### src/rtl/wb_slot_scheduler_pkg.sv
// Shared types and default latencies for the writeback-slot scheduler.
package wb_slot_scheduler_pkg;

    localparam int ROB_ID_W        = 6;
    localparam int ALU_MUL_LATENCY = 5;
    localparam int WB_ALU_LATENCY  = 1;
    localparam int WB_MUL_LATENCY  = ALU_MUL_LATENCY;

    typedef enum logic {
        WB_ALU = 1'b0,
        WB_MUL = 1'b1
    } wb_unit_t;

    typedef struct packed {
        logic                valid;
        wb_unit_t            unit;
        logic [ROB_ID_W-1:0] instr_id;
    } wb_slot_t;

endpackage

### src/rtl/wb_slot_scheduler_if.sv
// Decode issue handshake, WB-stage report and published slot for the scheduler.
interface wb_slot_scheduler_if;
    import wb_slot_scheduler_pkg::*;

    logic                issue_valid;
    wb_unit_t            issue_unit;
    logic [ROB_ID_W-1:0] issue_instr_id;
    logic                issue_needs_wb;
    logic                issue_grant;
    logic                stall_decode;

    logic                wb_valid;
    wb_unit_t            wb_unit;
    logic [ROB_ID_W-1:0] wb_instr_id;

    logic                slot_valid;
    wb_unit_t            slot_unit;
    logic [ROB_ID_W-1:0] slot_instr_id;

    modport master (
        output issue_valid, issue_unit, issue_instr_id, issue_needs_wb,
        output wb_valid, wb_unit, wb_instr_id,
        input  issue_grant, stall_decode,
        input  slot_valid, slot_unit, slot_instr_id
    );

    modport slave (
        input  issue_valid, issue_unit, issue_instr_id, issue_needs_wb,
        input  wb_valid, wb_unit, wb_instr_id,
        output issue_grant, stall_decode,
        output slot_valid, slot_unit, slot_instr_id
    );

endinterface

### src/rtl/wb_slot_scheduler.sv
// Reserves shared writeback cycles for ALU/MUL issues on a shifting timeline,
// stalls decode on a slot collision and cross-checks the WB stage.
module wb_slot_scheduler
    import wb_slot_scheduler_pkg::*;
#(
    parameter int ALU_LATENCY = WB_ALU_LATENCY,
    parameter int MUL_LATENCY = WB_MUL_LATENCY
) (
    input  logic                               clock,
    input  logic                               reset,
    input  logic                               flush,
    wb_slot_scheduler_if.slave                 bus,
    output logic [$clog2(MUL_LATENCY+1)-1:0]   mul_inflight,
    output logic                               sched_error
);

    localparam int D     = MUL_LATENCY;
    localparam int CNT_W = $clog2(MUL_LATENCY+1);

    wb_slot_t timeline     [D];
    wb_slot_t timeline_nxt [D];
    wb_slot_t issue_entry;

    logic kill;
    logic needs_slot;
    logic target_free;
    logic grant;
    logic mul_issue;
    logic mul_retire;
    logic mismatch;

    assign kill        = reset | flush;
    assign needs_slot  = (bus.issue_unit == WB_MUL) | bus.issue_needs_wb;
    // A MUL targets the slot that is empty after every shift, so it never collides.
    assign target_free = (bus.issue_unit == WB_MUL) | !timeline[ALU_LATENCY].valid;
    assign grant       = bus.issue_valid & !kill & (!needs_slot | target_free);

    assign issue_entry = '{valid: 1'b1, unit: bus.issue_unit, instr_id: bus.issue_instr_id};

    always_comb begin
        for (int k = 0; k < D-1; k++) begin
            timeline_nxt[k] = timeline[k+1];
        end
        timeline_nxt[D-1] = '0;
        if (grant && needs_slot) begin
            if (bus.issue_unit == WB_MUL) begin
                timeline_nxt[MUL_LATENCY-1] = issue_entry;
            end else begin
                timeline_nxt[ALU_LATENCY-1] = issue_entry;
            end
        end
    end

    always_ff @(posedge clock) begin
        for (int k = 0; k < D; k++) begin
            if (kill) begin
                timeline[k] <= '0;
            end else begin
                timeline[k] <= timeline_nxt[k];
            end
        end
    end

    assign mul_issue  = grant & (bus.issue_unit == WB_MUL);
    assign mul_retire = timeline[0].valid & (timeline[0].unit == WB_MUL);

    always_ff @(posedge clock) begin
        if (kill) begin
            mul_inflight <= '0;
        end else if (mul_issue && !mul_retire) begin
            mul_inflight <= mul_inflight + CNT_W'(1);
        end else if (!mul_issue && mul_retire) begin
            mul_inflight <= mul_inflight - CNT_W'(1);
        end
    end

    // Flush squashes the writeback in flight, so its report is not trusted.
    assign mismatch = !flush &
                      ((timeline[0].valid != bus.wb_valid) |
                       (timeline[0].valid & bus.wb_valid &
                        ((timeline[0].unit != bus.wb_unit) |
                         (timeline[0].instr_id != bus.wb_instr_id))));

    always_ff @(posedge clock) begin
        if (reset) begin
            sched_error <= 1'b0;
        end else if (mismatch) begin
            sched_error <= 1'b1;
        end
    end

    assign bus.issue_grant   = grant;
    assign bus.stall_decode  = bus.issue_valid & !grant;
    assign bus.slot_valid    = timeline[0].valid;
    assign bus.slot_unit     = timeline[0].unit;
    assign bus.slot_instr_id = timeline[0].instr_id;

endmodule

### src/flat_wrapper.sv
// flat-port wrapper written by rule: the top's interface ports become plain ports
module wb_slot_scheduler_flat import wb_slot_scheduler_pkg::*;
#(
    parameter int ALU_LATENCY = WB_ALU_LATENCY,
    parameter int MUL_LATENCY = WB_MUL_LATENCY
)
  (clock, reset, flush, mul_inflight, sched_error, bus_issue_valid, bus_issue_unit, bus_issue_instr_id, bus_issue_needs_wb, bus_wb_valid, bus_wb_unit, bus_wb_instr_id, bus_issue_grant, bus_stall_decode, bus_slot_valid, bus_slot_unit, bus_slot_instr_id);
  wb_slot_scheduler_if bus_i ();
  input  logic clock;
  input  logic reset;
  input  logic flush;
  output logic [$clog2(MUL_LATENCY+1)-1:0] mul_inflight;
  output logic sched_error;
  input wire logic [$bits(bus_i.issue_valid)-1:0] bus_issue_valid;
  input wire logic [$bits(bus_i.issue_unit)-1:0] bus_issue_unit;
  input wire logic [$bits(bus_i.issue_instr_id)-1:0] bus_issue_instr_id;
  input wire logic [$bits(bus_i.issue_needs_wb)-1:0] bus_issue_needs_wb;
  input wire logic [$bits(bus_i.wb_valid)-1:0] bus_wb_valid;
  input wire logic [$bits(bus_i.wb_unit)-1:0] bus_wb_unit;
  input wire logic [$bits(bus_i.wb_instr_id)-1:0] bus_wb_instr_id;
  output wire logic [$bits(bus_i.issue_grant)-1:0] bus_issue_grant;
  output wire logic [$bits(bus_i.stall_decode)-1:0] bus_stall_decode;
  output wire logic [$bits(bus_i.slot_valid)-1:0] bus_slot_valid;
  output wire logic [$bits(bus_i.slot_unit)-1:0] bus_slot_unit;
  output wire logic [$bits(bus_i.slot_instr_id)-1:0] bus_slot_instr_id;
  assign bus_i.issue_valid = bus_issue_valid;
  assign bus_i.issue_unit = bus_issue_unit;
  assign bus_i.issue_instr_id = bus_issue_instr_id;
  assign bus_i.issue_needs_wb = bus_issue_needs_wb;
  assign bus_i.wb_valid = bus_wb_valid;
  assign bus_i.wb_unit = bus_wb_unit;
  assign bus_i.wb_instr_id = bus_wb_instr_id;
  assign bus_issue_grant = bus_i.issue_grant;
  assign bus_stall_decode = bus_i.stall_decode;
  assign bus_slot_valid = bus_i.slot_valid;
  assign bus_slot_unit = bus_i.slot_unit;
  assign bus_slot_instr_id = bus_i.slot_instr_id;
  wb_slot_scheduler #(.ALU_LATENCY(ALU_LATENCY), .MUL_LATENCY(MUL_LATENCY)) u_core (.clock(clock), .reset(reset), .flush(flush), .bus(bus_i), .mul_inflight(mul_inflight), .sched_error(sched_error));
endmodule
### config.mk
export PLATFORM = sky130hd
export DESIGN_NAME = wb_slot_scheduler_flat
export DESIGN_NICKNAME = d
export VERILOG_FILES = /design/src/rtl/wb_slot_scheduler_pkg.sv /design/src/rtl/wb_slot_scheduler_if.sv /design/src/rtl/wb_slot_scheduler.sv /design/src/flat_wrapper.sv
export SDC_FILE = /design/constraint.sdc
export NUM_CORES = 1
export LEC_CHECK = 0
export CORE_MARGIN = 1
export CORE_UTILIZATION = 44
export DETAILED_ROUTE_END_ITERATION = 7
export PLACE_DENSITY = 0.71
export SLEW_MARGIN = 15
export SYNTH_ARGS = -nofsm -noshare
export SYNTH_HDL_FRONTEND = slang
export SYNTH_SLANG_ARGS = --single-unit
### constraint.sdc
create_clock -name clock -period 2.74 [get_ports clock]
set_input_delay 0.411 -clock clock [delete_from_list [all_inputs] [get_ports clock]]
set_output_delay 0.411 -clock clock [all_outputs]
set_load 0.02 [all_outputs]
**Word level (Yosys, flattened, before mapping)**

Memory sizes are Yosys's and may differ from the RTL's.
Index checks and enable logic that the tools add are counted.

- Memories: 1
- Word-level logic and storage cells: 52
- RAM bits: 40
- Bits in registers: 4
- Output and inout port bits: 14
- Bits of input ports: 20

Memory list:

| name | words | bits a word | rd ports | clocked after memory_dff | wr ports | line | RTL |
|---|---|---|---|---|---|---|---|
| u_core.timeline | 5 | 8 | 5 | 0 | 5 | wb_slot_scheduler.sv:20 | `wb_slot_t timeline [D];` |

- Mux-type cells: 14
- Reductions and logical operators: 11
- Add/sub/neg operators: 2
- Bitwise logic cells: 19
- Equal/unequal tests: 3

Operators with widths:

| kind | number |
|---|---|
| $mux W8 | 9 |
| $or A1 B1 Y1 | 11 |
| $and A1 B1 Y1 | 8 |
| $logic_not A1 Y1 | 7 |
| $mux W3 | 2 |
| $ne A6 B6 Y1 | 1 |
| $add A3 B1 Y3 const B | 1 |
| $logic_and A1 B1 Y1 | 3 |
| $mux W1 | 3 |
| $sub A3 B1 Y3 const B | 1 |
| $ne A1 B1 Y1 | 2 |
| $reduce_bool A2 Y1 | 1 |

**Longest topological paths before layout**

An unclocked memory read counts as a cell.

- Depth in word-level cells: 10
- Mapped depth: 9
- Depth with buffers taken out: 8

**Worst setup path after synthesis**

OpenSTA, ideal clock, no wires.

- Path kind: in2reg
- From: in flush
- To: reg u_core.mul_inflight[2]
- Setup slack: 0.653 ns
- Setup time: 0.070 ns
- Cell stages on the path: 9
- Required time: 2.670 ns
- Data arrival time: 2.017 ns
- Buffers on the path: 1
- Path through: nor2_2 -> and3_1 -> buf_2 -> ha_1 -> inv_1 -> fa_1 -> xor2_1 -> or3_1 -> a21oi_1

- Longest elaborated chain between the ends: 8
- Elaborated cells between the ends (all ways): 10
- Those cells by class: mux (1); bitwise (4); reduce/logical (5)

RTL lines:

| element | line | RTL |
|---|---|---|
| start: declaration | flat_wrapper.sv:11 | `input logic flush;` |
| $or A1 B1 Y1 (*) | wb_slot_scheduler.sv:32 | `assign kill = reset \| flush;` |
| $logic_not A1 Y1 | wb_slot_scheduler.sv:36 | `assign grant = bus.issue_valid & !kill & (!needs_slot \| target_free);` |
| $and A1 B1 Y1 (2 in a row) | wb_slot_scheduler.sv:36 |  |
| $and A1 B1 Y1 | wb_slot_scheduler.sv:64 | `assign mul_issue = grant & (bus.issue_unit == WB_MUL);` |
| $logic_not A1 Y1 | wb_slot_scheduler.sv:72 | `end else if (!mul_issue && mul_retire) begin` |
| $logic_and A1 B1 Y1 | wb_slot_scheduler.sv:72 |  |
| $reduce_bool A2 Y1 (no source line) | -- |  |
| end signal: assignment | wb_slot_scheduler.sv:71 | `mul_inflight <= mul_inflight + CNT_W'(1);` |
| end signal: assignment | wb_slot_scheduler.sv:73 | `mul_inflight <= mul_inflight - CNT_W'(1);` |
| end: declaration | wb_slot_scheduler.sv:13 | `output logic [$clog2(MUL_LATENCY+1)-1:0] mul_inflight,` |

Mark *: on every way between the ends. The rest lies on a longest branch, timed or not.
A chain may end at the register's enable or synchronous reset.

**Worst setup path after layout**

- From: in bus_issue_needs_wb
- To: out bus_stall_decode

- Longest elaborated chain between the ends: 6

RTL lines:

| element | line | RTL |
|---|---|---|
| start: declaration | flat_wrapper.sv:17 | `input wire logic [$bits(bus_i.issue_needs_wb)-1:0] bus_issue_needs_wb;` |
| $or A1 B1 Y1 | wb_slot_scheduler.sv:33 | `assign needs_slot = (bus.issue_unit == WB_MUL) \| bus.issue_needs_wb;` |
| $logic_not A1 Y1 | wb_slot_scheduler.sv:36 |  |
| $or A1 B1 Y1 | wb_slot_scheduler.sv:36 |  |
| $and A1 B1 Y1 | wb_slot_scheduler.sv:36 |  |
| $logic_not A1 Y1 | wb_slot_scheduler.sv:93 | `assign bus.stall_decode = bus.issue_valid & !grant;` |
| $and A1 B1 Y1 | wb_slot_scheduler.sv:93 |  |
| end: declaration | flat_wrapper.sv:22 | `output wire logic [$bits(bus_i.stall_decode)-1:0] bus_stall_decode;` |

Every way passes these cells.

==> results_dict.tcl <==
set metrics [dict create \
    status "completed" \
    required_ps 2330 \
    dp_hpwl_um 1840 \
    die_area_um2 3490 \
    antenna_found_initial 0 \
    routed_wl_um 2480 \
    relSlewSlack_pct 70.0 \
    drc_errors 0 \
    tightest_slew_ps 450 \
    reg2regPathDepth 7 \
    synth_top_area_share_pct 55.8 \
    layout.nets 189 \
    syn_area_um2 1430 \
    cts_tree "built" \
    cp_slowest_stage_delay_ps 630 \
    synth_most_common_cell "dfxtp_1" \
    crit_path_max_fanout 3 \
    gr-total-overflow 0 \
    worstSkewPairLatency_ps 330 \
    p_leak_uw 0.000747 \
    syn_avg_cell_area_um2 11.0 \
    vias 965 \
    drive_gt1_share_pct 8.98 \
    worstReg2RegEnd "u_core.mul_inflight[2]$_SDFFE_PP0P_" \
    synth_edf_count 0 \
    htree_levels 2 \
    ir_drop_uv 314 \
    synth_ff_type "dfxtp_1" \
    synthCells 130 \
    core-area_um2 3080 \
    path_cells "clkdlybuf4s50_1 -> nand3b_1 -> a21boi_0 -> clkdlybuf4s50_1" \
    pre_cts_ws_ps 162 \
    ctsResizeCount 0 \
    ys_seq_area_share_pct 55.8 \
    postCtsSetupBuffers 0 \
    worstReg2RegStart "u_core.timeline[0][7]$_SDFF_PP0_" \
    p_per_area_nw_per_um2 578 \
    die_y_um 59.1 \
    start_kind "input pin" \
    fin_crit_sh_pct 83.9 \
    drtAntennaViolNets 0 \
    slew_viol_final 0 \
    yosys_warnings 0 \
    timing.final.ws_setup_ps 441 \
    maxCapViolations 0 \
    place.gp.congestion 0.672 \
    hold_buffers 0 \
    path_clk_slew_ps 110 \
    pin_count 34 \
    path_class "input pin to primary output" \
    num_rows 20 \
    fmax_ghz 0.435 \
    grt_max_degree 31 \
    grt_usage_pct 16.7 \
    syn_to_final_growth_pct 31.1 \
    ys_types 32 \
    rsz0062_at_grt "no" \
    finalSetupTns_ps 0 \
    hold_start "u_core.timeline[2][4]$_SDFF_PP0_" \
    die_w_um 59.1 \
    cts_inserted_buffers 5 \
    synth_commonest_cells "dfxtp_1, and2_1, xor2_1, a21oi_1, o21ai_0" \
    clk_path_buf_depth 2 \
    crit_path_top_delay_cell "clkdlybuf4s50_1" \
    hold_path.class "flop to flop" \
    crit_top_cell "clkdlybuf4s50_1" \
    viasPerCell 4.57 \
    hold_viol 0 \
    cts_sinks 40 \
    min_period_ps 2300 \
    critPathCaptureType "primary output" \
    clock-root-buffer "clkbuf_4" \
    post_drt_wl_per_cell_um 11.8 \
    grt_pass1_wl_um 4110 \
    port_buffers 33 \
    async_flop_share_pct 0 \
    synthTopCellsByArea "dfxtp_1, and2_1, xor2_1" \
    cp.arrival_ps 1890 \
    diodes 0 \
    drt_iter0_drc 13 \
    initial_core_util_pct 46.6 \
    syn_nets 153 \
    hold_depth 1 \
    yosysTopAreaCell "dfxtp_1" \
    firstDrtPassIters 4 \
    r2r_setup_slack_ps 1030 \
    synth-seq-cells 40 \
    setup_viol 0 \
    first_global_vias 887 \
    fin_skew_ps 2.85 \
    whs_endpoint "u_core.timeline[1][4]$_SDFF_PP0_" \
]
[state kept, by name, summed over array words and instances (netlist names)]
| signal | cells |
|---|---|
| u_core.sched_error | 1 |
| u_core.mul_inflight | 3 |
| u_core.timeline | 36 |
[worst max path at each step]
stage,slack (ps),start,endpoint
final,440,bus_issue_needs_wb,bus_stall_decode
after global routing,320,bus_issue_needs_wb,bus_stall_decode
after CTS,430,bus_issue_needs_wb,bus_stall_decode
after detailed placement,160,flush,u_core.mul_inflight[2]$_SDFFE_PP0P_
after global placement,240,flush,u_core.mul_inflight[2]$_SDFFE_PP0P_
after floorplan,650,flush,u_core.mul_inflight[2]$_SDFFE_PP0P_
[final cells by class]
cell class / instances / area, um^2
clock buffer: 7 / 65.1
clock inverter: 1 / 30.0
fill: 268 / 1200
inverter: 1 / 3.75
multi-input combinational: 82 / 572
sequential: 40 / 801
tap: 44 / 55.1
timing repair buffer: 36 / 353
[per-layer routing]
layer / vias up / share of wire [%] / track usage, % / wire length, um
met3: 5 / 6.5 / 7.42 / 162
met2: 33 / 44 / 25.0 / 1100
met4: 0 / 1.2 / 7.14 / 31
li1: 496 / - / - / -
met5: - / 0 / 0 / 0
met1: 431 / 48 / 20.8 / 1190
[per-stage QoR]
step	hold WS [ps]	power, uW	cells	area (um^2)	utilization (%)
final	433	1090	211	1880	61.1
after global routing	451	1130	211	1880	61.1
after CTS	436	1100	211	1880	61.1
after detailed placement	411	681	203	1780	58.0
after global placement	408	679	203	1780	58.0
after floorplan	406	638	130	1430	-
[critical path: cells and delay by family]
family          cells  cell delay (ps)
buf+inv             2             1180
simple gates        1              100
compound gates      1              190
[power breakdown]
group          switching, uW  leakage, uW  internal (uW)
combinational           34.3     0.000373           44.5
clock                    177    0.0000515            242
sequential              2.36     0.000323            586
[placed cells by master, fill, tap and decap left out, drive strengths merged]
cell	Yosys	final
nand3b	1	1
ha	2	2
or3	1	1
and2b	1	1
and3	3	3
or2	1	1
nor2	3	3
o21ai	8	8
clkdlybuf4s50	0	33
nand4	1	1
inv	1	1
nand2	2	2
a21boi	1	1
o21a	1	1
clkbuf	2	7
fa	1	1
and2	28	28
mux2i	1	1
dfxtp	40	40
bufinv	0	1
o21bai	1	1
buf	5	3
a21oi	7	7
nand3	6	6
nand4bb	1	1
nor3b	1	1
o41ai	1	1
xor2	9	9
and4bb	1	1
[cells by family after synthesis]
logic type / count (synthesis) / share of synthesized area (%)
AND/OR/NAND/NOR: 50 / 22.9
flip-flops: 40 / 55.8
AO/OA/AOI/OAI: 19 / 7.68
XOR/XNOR: 9 / 5.50
buffers and inverters: 8 / 4.28
adder cells (fa/ha/maj): 3 / 3.14
multiplexers: 1 / 0.698
(Power assumes the default switching activity.)
